<file path="src/rtl/m_dmem_arb_pkg.sv">
// rtl/m_dmem_arb_pkg.sv - shared encodings for the data-memory arbiter
package m_dmem_arb_pkg;

    typedef enum logic [1:0] {
        S_IDLE  = 2'd0,
        S_ISSUE = 2'd1,
        S_WAIT  = 2'd2,
        S_RESP  = 2'd3
    } arb_state_t;

    localparam logic P_CPU = 1'b0;
    localparam logic P_DBG = 1'b1;

    localparam int CNT_W = 4;

endpackage

</file>
<file path="src/rtl/m_dmem_arb_if.sv">
// rtl/m_dmem_arb_if.sv - requester and memory-side bus of the data-memory arbiter
interface m_dmem_arb_if #(
    parameter int AW = 32,
    parameter int DW = 32
);
    logic          w_req0;
    logic          w_we0;
    logic [AW-1:0] w_addr0;
    logic [DW-1:0] w_wdata0;
    logic          w_gnt0;
    logic          w_rvalid0;
    logic [DW-1:0] w_rdata0;
    logic          w_stall0;

    logic          w_req1;
    logic          w_we1;
    logic [AW-1:0] w_addr1;
    logic [DW-1:0] w_wdata1;
    logic          w_gnt1;
    logic          w_rvalid1;
    logic [DW-1:0] w_rdata1;

    logic          w_mem_en;
    logic          w_mem_we;
    logic [AW-1:0] w_mem_addr;
    logic [DW-1:0] w_mem_wdata;
    logic [DW-1:0] w_mem_rdata;

    modport slave (
        input  w_req0, w_we0, w_addr0, w_wdata0,
        output w_gnt0, w_rvalid0, w_rdata0, w_stall0,
        input  w_req1, w_we1, w_addr1, w_wdata1,
        output w_gnt1, w_rvalid1, w_rdata1,
        output w_mem_en, w_mem_we, w_mem_addr, w_mem_wdata,
        input  w_mem_rdata
    );

    modport master (
        output w_req0, w_we0, w_addr0, w_wdata0,
        input  w_gnt0, w_rvalid0, w_rdata0, w_stall0,
        output w_req1, w_we1, w_addr1, w_wdata1,
        input  w_gnt1, w_rvalid1, w_rdata1,
        input  w_mem_en, w_mem_we, w_mem_addr, w_mem_wdata,
        output w_mem_rdata
    );

endinterface

</file>
<file path="src/rtl/m_arb_pick.sv">
// rtl/m_arb_pick.sv - combinational two-way picker, fixed-priority or round-robin
module m_arb_pick
    import m_dmem_arb_pkg::*;
#(
    parameter int CPU_PRIO = 0
) (
    input  logic req0,
    input  logic req1,
    input  logic last_owner,
    output logic winner,
    output logic valid
);

    always_comb begin
        valid = req0 | req1;
        if (req0 && req1) begin
            // Round-robin hands a tie to whichever port was not served last.
            winner = (CPU_PRIO != 0) ? P_CPU : ~last_owner;
        end else begin
            winner = req1 ? P_DBG : P_CPU;
        end
    end

endmodule

</file>
<file path="src/rtl/m_dmem_arb.sv">
// rtl/m_dmem_arb.sv - serialises CPU and debug accesses onto one data-memory port
module m_dmem_arb
    import m_dmem_arb_pkg::*;
#(
    parameter int AW       = 32,
    parameter int DW       = 32,
    parameter int LATENCY  = 1,
    parameter int CPU_PRIO = 0
) (
    input  logic        w_clk,
    input  logic        w_rst_n,
    m_dmem_arb_if.slave bus
);

    arb_state_t       state_q, state_d;
    logic [CNT_W-1:0] cnt_q;
    logic             owner_q;
    logic             last_owner_q;
    logic             we_q;
    logic [AW-1:0]    addr_q;
    logic [DW-1:0]    wdata_q;
    logic [DW-1:0]    rdata0_q;
    logic [DW-1:0]    rdata1_q;
    logic             pick_winner;
    logic             pick_valid;

    m_arb_pick #(.CPU_PRIO(CPU_PRIO)) u_pick (
        .req0       (bus.w_req0),
        .req1       (bus.w_req1),
        .last_owner (last_owner_q),
        .winner     (pick_winner),
        .valid      (pick_valid)
    );

    always_ff @(posedge w_clk) begin
        if (!w_rst_n) begin
            state_q <= S_IDLE;
        end else begin
            state_q <= state_d;
        end
    end

    always_comb begin
        state_d = state_q;
        unique case (state_q)
            S_IDLE:  if (pick_valid) state_d = S_ISSUE;
            S_ISSUE: state_d = we_q ? S_IDLE : S_WAIT;
            S_WAIT:  if (cnt_q == CNT_W'(1)) state_d = S_RESP;
            S_RESP:  state_d = S_IDLE;
            default: state_d = S_IDLE;
        endcase
    end

    // Request fields are captured once in IDLE so the requester may not be re-sampled mid-access.
    always_ff @(posedge w_clk) begin
        if (!w_rst_n) begin
            cnt_q        <= '0;
            owner_q      <= P_CPU;
            last_owner_q <= P_DBG;
            we_q         <= 1'b0;
            addr_q       <= '0;
            wdata_q      <= '0;
            rdata0_q     <= '0;
            rdata1_q     <= '0;
        end else begin
            unique case (state_q)
                S_IDLE: begin
                    if (pick_valid) begin
                        owner_q      <= pick_winner;
                        last_owner_q <= pick_winner;
                        we_q         <= (pick_winner == P_DBG) ? bus.w_we1    : bus.w_we0;
                        addr_q       <= (pick_winner == P_DBG) ? bus.w_addr1  : bus.w_addr0;
                        wdata_q      <= (pick_winner == P_DBG) ? bus.w_wdata1 : bus.w_wdata0;
                    end
                end
                S_ISSUE: begin
                    if (!we_q) cnt_q <= CNT_W'(LATENCY);
                end
                S_WAIT: begin
                    cnt_q <= cnt_q - CNT_W'(1);
                    if (cnt_q == CNT_W'(1)) begin
                        if (owner_q == P_DBG) rdata1_q <= bus.w_mem_rdata;
                        else                  rdata0_q <= bus.w_mem_rdata;
                    end
                end
                default: ;
            endcase
        end
    end

    always_comb begin
        bus.w_mem_en    = 1'b0;
        bus.w_mem_we    = 1'b0;
        bus.w_mem_addr  = '0;
        bus.w_mem_wdata = '0;
        bus.w_gnt0      = 1'b0;
        bus.w_gnt1      = 1'b0;
        bus.w_rvalid0   = 1'b0;
        bus.w_rvalid1   = 1'b0;
        unique case (state_q)
            S_ISSUE: begin
                bus.w_mem_en    = 1'b1;
                bus.w_mem_we    = we_q;
                bus.w_mem_addr  = addr_q;
                bus.w_mem_wdata = wdata_q;
                bus.w_gnt0      = (owner_q == P_CPU);
                bus.w_gnt1      = (owner_q == P_DBG);
            end
            S_RESP: begin
                bus.w_rvalid0 = (owner_q == P_CPU);
                bus.w_rvalid1 = (owner_q == P_DBG);
            end
            default: ;
        endcase
    end

    // The core advances on a store's grant or a load's data return.
    assign bus.w_stall0 = bus.w_req0 & ~(bus.w_gnt0 & bus.w_we0) & ~bus.w_rvalid0;
    assign bus.w_rdata0 = rdata0_q;
    assign bus.w_rdata1 = rdata1_q;

endmodule

</file>
<file path="src/flat_wrapper.sv">
// flat-port wrapper written by rule: the top's interface ports become plain ports
module m_dmem_arb_flat import m_dmem_arb_pkg::*;
#(
    parameter int AW       = 32,
    parameter int DW       = 32,
    parameter int LATENCY  = 1,
    parameter int CPU_PRIO = 0
)
  (w_clk, w_rst_n, bus_w_req0, bus_w_we0, bus_w_addr0, bus_w_wdata0, bus_w_gnt0, bus_w_rvalid0, bus_w_rdata0, bus_w_stall0, bus_w_req1, bus_w_we1, bus_w_addr1, bus_w_wdata1, bus_w_gnt1, bus_w_rvalid1, bus_w_rdata1, bus_w_mem_en, bus_w_mem_we, bus_w_mem_addr, bus_w_mem_wdata, bus_w_mem_rdata);
  m_dmem_arb_if #(.AW(AW), .DW(DW)) bus_i ();
  input  logic w_clk;
  input  logic w_rst_n;
  input wire logic [$bits(bus_i.w_req0)-1:0] bus_w_req0;
  input wire logic [$bits(bus_i.w_we0)-1:0] bus_w_we0;
  input wire logic [$bits(bus_i.w_addr0)-1:0] bus_w_addr0;
  input wire logic [$bits(bus_i.w_wdata0)-1:0] bus_w_wdata0;
  output wire logic [$bits(bus_i.w_gnt0)-1:0] bus_w_gnt0;
  output wire logic [$bits(bus_i.w_rvalid0)-1:0] bus_w_rvalid0;
  output wire logic [$bits(bus_i.w_rdata0)-1:0] bus_w_rdata0;
  output wire logic [$bits(bus_i.w_stall0)-1:0] bus_w_stall0;
  input wire logic [$bits(bus_i.w_req1)-1:0] bus_w_req1;
  input wire logic [$bits(bus_i.w_we1)-1:0] bus_w_we1;
  input wire logic [$bits(bus_i.w_addr1)-1:0] bus_w_addr1;
  input wire logic [$bits(bus_i.w_wdata1)-1:0] bus_w_wdata1;
  output wire logic [$bits(bus_i.w_gnt1)-1:0] bus_w_gnt1;
  output wire logic [$bits(bus_i.w_rvalid1)-1:0] bus_w_rvalid1;
  output wire logic [$bits(bus_i.w_rdata1)-1:0] bus_w_rdata1;
  output wire logic [$bits(bus_i.w_mem_en)-1:0] bus_w_mem_en;
  output wire logic [$bits(bus_i.w_mem_we)-1:0] bus_w_mem_we;
  output wire logic [$bits(bus_i.w_mem_addr)-1:0] bus_w_mem_addr;
  output wire logic [$bits(bus_i.w_mem_wdata)-1:0] bus_w_mem_wdata;
  input wire logic [$bits(bus_i.w_mem_rdata)-1:0] bus_w_mem_rdata;
  assign bus_i.w_req0 = bus_w_req0;
  assign bus_i.w_we0 = bus_w_we0;
  assign bus_i.w_addr0 = bus_w_addr0;
  assign bus_i.w_wdata0 = bus_w_wdata0;
  assign bus_w_gnt0 = bus_i.w_gnt0;
  assign bus_w_rvalid0 = bus_i.w_rvalid0;
  assign bus_w_rdata0 = bus_i.w_rdata0;
  assign bus_w_stall0 = bus_i.w_stall0;
  assign bus_i.w_req1 = bus_w_req1;
  assign bus_i.w_we1 = bus_w_we1;
  assign bus_i.w_addr1 = bus_w_addr1;
  assign bus_i.w_wdata1 = bus_w_wdata1;
  assign bus_w_gnt1 = bus_i.w_gnt1;
  assign bus_w_rvalid1 = bus_i.w_rvalid1;
  assign bus_w_rdata1 = bus_i.w_rdata1;
  assign bus_w_mem_en = bus_i.w_mem_en;
  assign bus_w_mem_we = bus_i.w_mem_we;
  assign bus_w_mem_addr = bus_i.w_mem_addr;
  assign bus_w_mem_wdata = bus_i.w_mem_wdata;
  assign bus_i.w_mem_rdata = bus_w_mem_rdata;
  m_dmem_arb #(.AW(AW), .DW(DW), .LATENCY(LATENCY), .CPU_PRIO(CPU_PRIO)) u_core (.w_clk(w_clk), .w_rst_n(w_rst_n), .bus(bus_i));
endmodule
</file>
<file path="config.mk">
export PLATFORM = sky130hd
export DESIGN_NAME = m_dmem_arb_flat
export DESIGN_NICKNAME = d
export VERILOG_FILES = /design/src/rtl/m_dmem_arb_pkg.sv /design/src/rtl/m_dmem_arb_if.sv /design/src/rtl/m_arb_pick.sv /design/src/rtl/m_dmem_arb.sv /design/src/flat_wrapper.sv
export SDC_FILE = /design/constraint.sdc
export NUM_CORES = 1
export LEC_CHECK = 0
export CAP_MARGIN = 0
export CORE_MARGIN = 4
export CORE_UTILIZATION = 35
export DETAILED_ROUTE_END_ITERATION = 8
export PLACE_DENSITY = 0.7
export SETUP_SLACK_MARGIN = 0.1
export SYNTH_ARGS = -nofsm -noshare
export SYNTH_HDL_FRONTEND = slang
export SYNTH_HIERARCHICAL = 1
export SYNTH_SLANG_ARGS = --single-unit
</file>
<file path="constraint.sdc">
create_clock -name w_clk -period 1.7 [get_ports w_clk]
set_input_delay 0.255 -clock w_clk [delete_from_list [all_inputs] [get_ports w_clk]]
set_output_delay 0.255 -clock w_clk [all_outputs]
set_load 0.02 [all_outputs]
</file>
==> flow_metrics.tcl <==
set metrics [dict create \
    final_util_pct 65.6 \
    grt_pass1_vias 5765 \
    synth_ff_type "dfxtp_1" \
    netlist_area_mm2 0.00629 \
    antenna_found_initial 0 \
    worstMarginPinSlew_ps 359 \
    grt_pass1_wl_um 30500 \
    setup_viol 65 \
    num_rows 48 \
    clkPwrFrac_pct 36.8 \
    p_per_area_mw_per_mm2 908 \
    slowest_stage "dfxtp_2" \
    syn_avg_cell_area_um2 9.50 \
    io_pins 301 \
    max_freq_ghz 0.568 \
    cts_buffers 17 \
    crit_path_end "bus_w_mem_addr[20]" \
    clkTransAtPathRegs_ps 60 \
    status "finished with violations" \
    cp-end-kind "output pin" \
    root_buffer "clkbuf_16" \
    cp.required_ps 1440 \
    drt-met1-wl_um 8670 \
    wl_um 21600 \
    p_sw_uw 2860 \
    die-area_mm2 0.0202 \
    fp.dieW_um 142 \
    yosys.area.top_type "dfxtp_1" \
    hold_viol_final 0 \
    core_mm2 0.0175 \
    die_h_um 142 \
    drive_gt1_share_pct 28.2 \
    ys_top_cells_by_area "dfxtp_1 (44%), mux2i_1 (21%), o211a_1 (10%)" \
    synth.most_common_cell "nand2_1" \
    dr_total_vias 5991 \
    clk_latency_ps 420 \
    p_leak_uw 0.00602 \
    cp_slowest_stage_delay_ps 320 \
    worstPathCellList "nand2b_4 > inv_8 > buf_12 > clkbuf_16 > and2_1 > buf_6" \
    synth_top_cell_area_share_pct 43.6 \
    hp-class "input pin to register" \
    start_kind "register" \
    overflow 0 \
    ff2ff_setup_slack_ps 60 \
    power_frac_seq_pct 35.1 \
    route.met2.wl_um 10500 \
    drt-pass1-iter-count 6 \
    yosysSeqAreaShare_pct 43.6 \
    drc 0 \
    hpwl_um 14200 \
    cap_violations 0 \
    drtIter0Drc 221 \
    dr_wl_met3_um 2060 \
    yosysWarnings 6 \
    fin_crit_sh_pct 103 \
    rsz0062_at_grt "yes" \
    p_int_uw 7550 \
    r2r_cells 8 \
    ys_types 32 \
    reg2reg_from "u_core/state_q[0]" \
    p_comb_share_pct 28.1 \
    critPathKind "register to output pin" \
    grtUsageTotal_pct 19.1 \
    synth_seq_cells 137 \
    dpl.cell_count 1165 \
    async_reset_ff_share_pct 0 \
    syn_nets 830 \
    final_max_slew_viol_count 0 \
    ant_nets 0 \
    cts.sinks 137 \
    grt_max_degree 61 \
    top_layer "met4" \
    maxSlewHeadroom_pct 75.4 \
    ys_top_cells_by_count "nand2_1 (164), dfxtp_1 (137), mux2i_1 (129)" \
    fin_skew_ps 10.5 \
    layout.nets 1158 \
    path_max_fanout 12 \
    period_minus_slack_ps 1760 \
    h-tree-depth 4 \
    n_antenna_cell 0 \
    synth-edff-count 0 \
    initial_core_util_pct 36.0 \
    wl_per_cell_um 17.6 \
    synthCells 662 \
    cts_max_path_buffers 2 \
    worstReg2RegEnd "u_core/wdata_q[15]" \
    holdPathStages 2 \
    violations "setup timing" \
    switching_share_pct 27.5 \
    instances_no_fill 1228 \
    worst_slack_ps -59.4 \
    fin_tns_setup_ps -1850 \
    gp_congestion 0.797 \
    vdd_drop_max_v 0.000707 \
    critPathArrivalTime_ps 1500 \
    portBuffers 300 \
    post_drt_via_cell_ratio 4.88 \
    area_growth_pct 82.2 \
    cts_tree "yes" \
]
## area by class of cell
type                            instances  area, um^2
Clock buffer                           19         443
Clock inverter                         13         169
Fill cell                            1426        6010
Inverter                                4        22.5
Multi-Input combinational cell        464        3640
Sequential cell                       137        2750
Tap cell                              225         282
Timing Repair Buffer                  366        4160
## layout by cell type, fill, tap and decap left out, drive strengths merged, types with 2 or more instances in the layout
| master | count |
|---|---|
| and2 | 66 |
| clkdlybuf4s50 | 163 |
| clkinvlp | 4 |
| nand2b | 4 |
| inv | 7 |
| mux2 | 2 |
| o211a | 65 |
| and3 | 3 |
| ha | 2 |
| buf | 124 |
| clkbuf | 33 |
| nor4b | 2 |
| a21oi | 5 |
| o21a | 2 |
| nor2 | 6 |
| bufinv | 3 |
| nor3b | 2 |
| nand2 | 164 |
| dlygate4sd2 | 64 |
| a21boi | 2 |
| dfxtp | 137 |
| clkinv | 3 |
| mux2i | 129 |
## flip-flops by register name (all words and copies together) (netlist names), named ones only
register,count
u_core/wdata_q,32
u_core/owner_q,1
u_core/state_q,1
u_core/addr_q,32
u_core/bus.w_rdata0,32
u_core/bus.w_rdata1,32
u_core/cnt_q,4
u_core/last_owner_q,1
u_core/we_q,1
## worst min-delay path by stage
stage / from / end / slack, ps
finish: w_rst_n / u_core/cnt_q[0] / 220
global route: w_rst_n / u_core/cnt_q[0] / 220
CTS: w_rst_n / u_core/cnt_q[0] / 190
detailed placement: u_core/bus.w_rdata0[30] / u_core/bus.w_rdata0[30] / 450
global placement: u_core/bus.w_rdata1[9] / u_core/bus.w_rdata1[9] / 440
floorplan: bus_w_mem_rdata[0] / u_core/bus.w_rdata0[0] / 420
## critical path, delay by kind of cell, from the launching register on
kind	cells	cell delay (ps)
buf+inv	4	470
flops	1	320
simple gates	2	310
## layer usage
metal,vias to the layer above,track usage (%)
li1,2920,-
met1,2806,23.2
met2,238,31.3
met3,27,7.86
met4,0,5.30
met5,-,0
## power by group through the flow
stage / registers, uW / logic [uW] / clock network, uW
final: 3650 / 2930 / 3830
after global placement: 3700 / 2110 / 0
after CTS: 3640 / 2380 / 3910
after floorplan: 3660 / 1080 / 0
after detailed placement: 3690 / 2120 / 0
after global routing: 3680 / 3130 / 4060
## logic make-up (layout without fill, tap and decap cells)
family                   after synthesis  count (layout)  share of synthesized area [%]
AO/OA/AOI/OAI                         77              77                           11.6
adder cells (fa/ha/maj)                2               2                          0.398
buffers and inverters                 61             402                           4.75
flip-flops                           137             137                           43.6
multiplexers                         131             131                           20.9
AND/OR/NAND/NOR                      254             254                           18.8
## what timing repair did
action | CTS | global route
pin swaps | 11 | 24
setup endpoints to repair | 135 | 130
cloned | 4 | 16
gates resized for setup | 529 | 96
hold buffers | 0 | 0
buffers inserted | 3 | 8
## per-stage QoR
stage	cell area [um^2]	setup slack, ps	hold WS [ps]	power, uW
after floorplan	6290	128	416	4740
after global placement	9780	-201	444	5800
after detailed placement	9780	-208	451	5820
after CTS	10700	-81.7	194	9930
after global routing	11500	-128	221	10900
final	11500	-59.4	216	10400
Power figures use the tool's default switching activity.
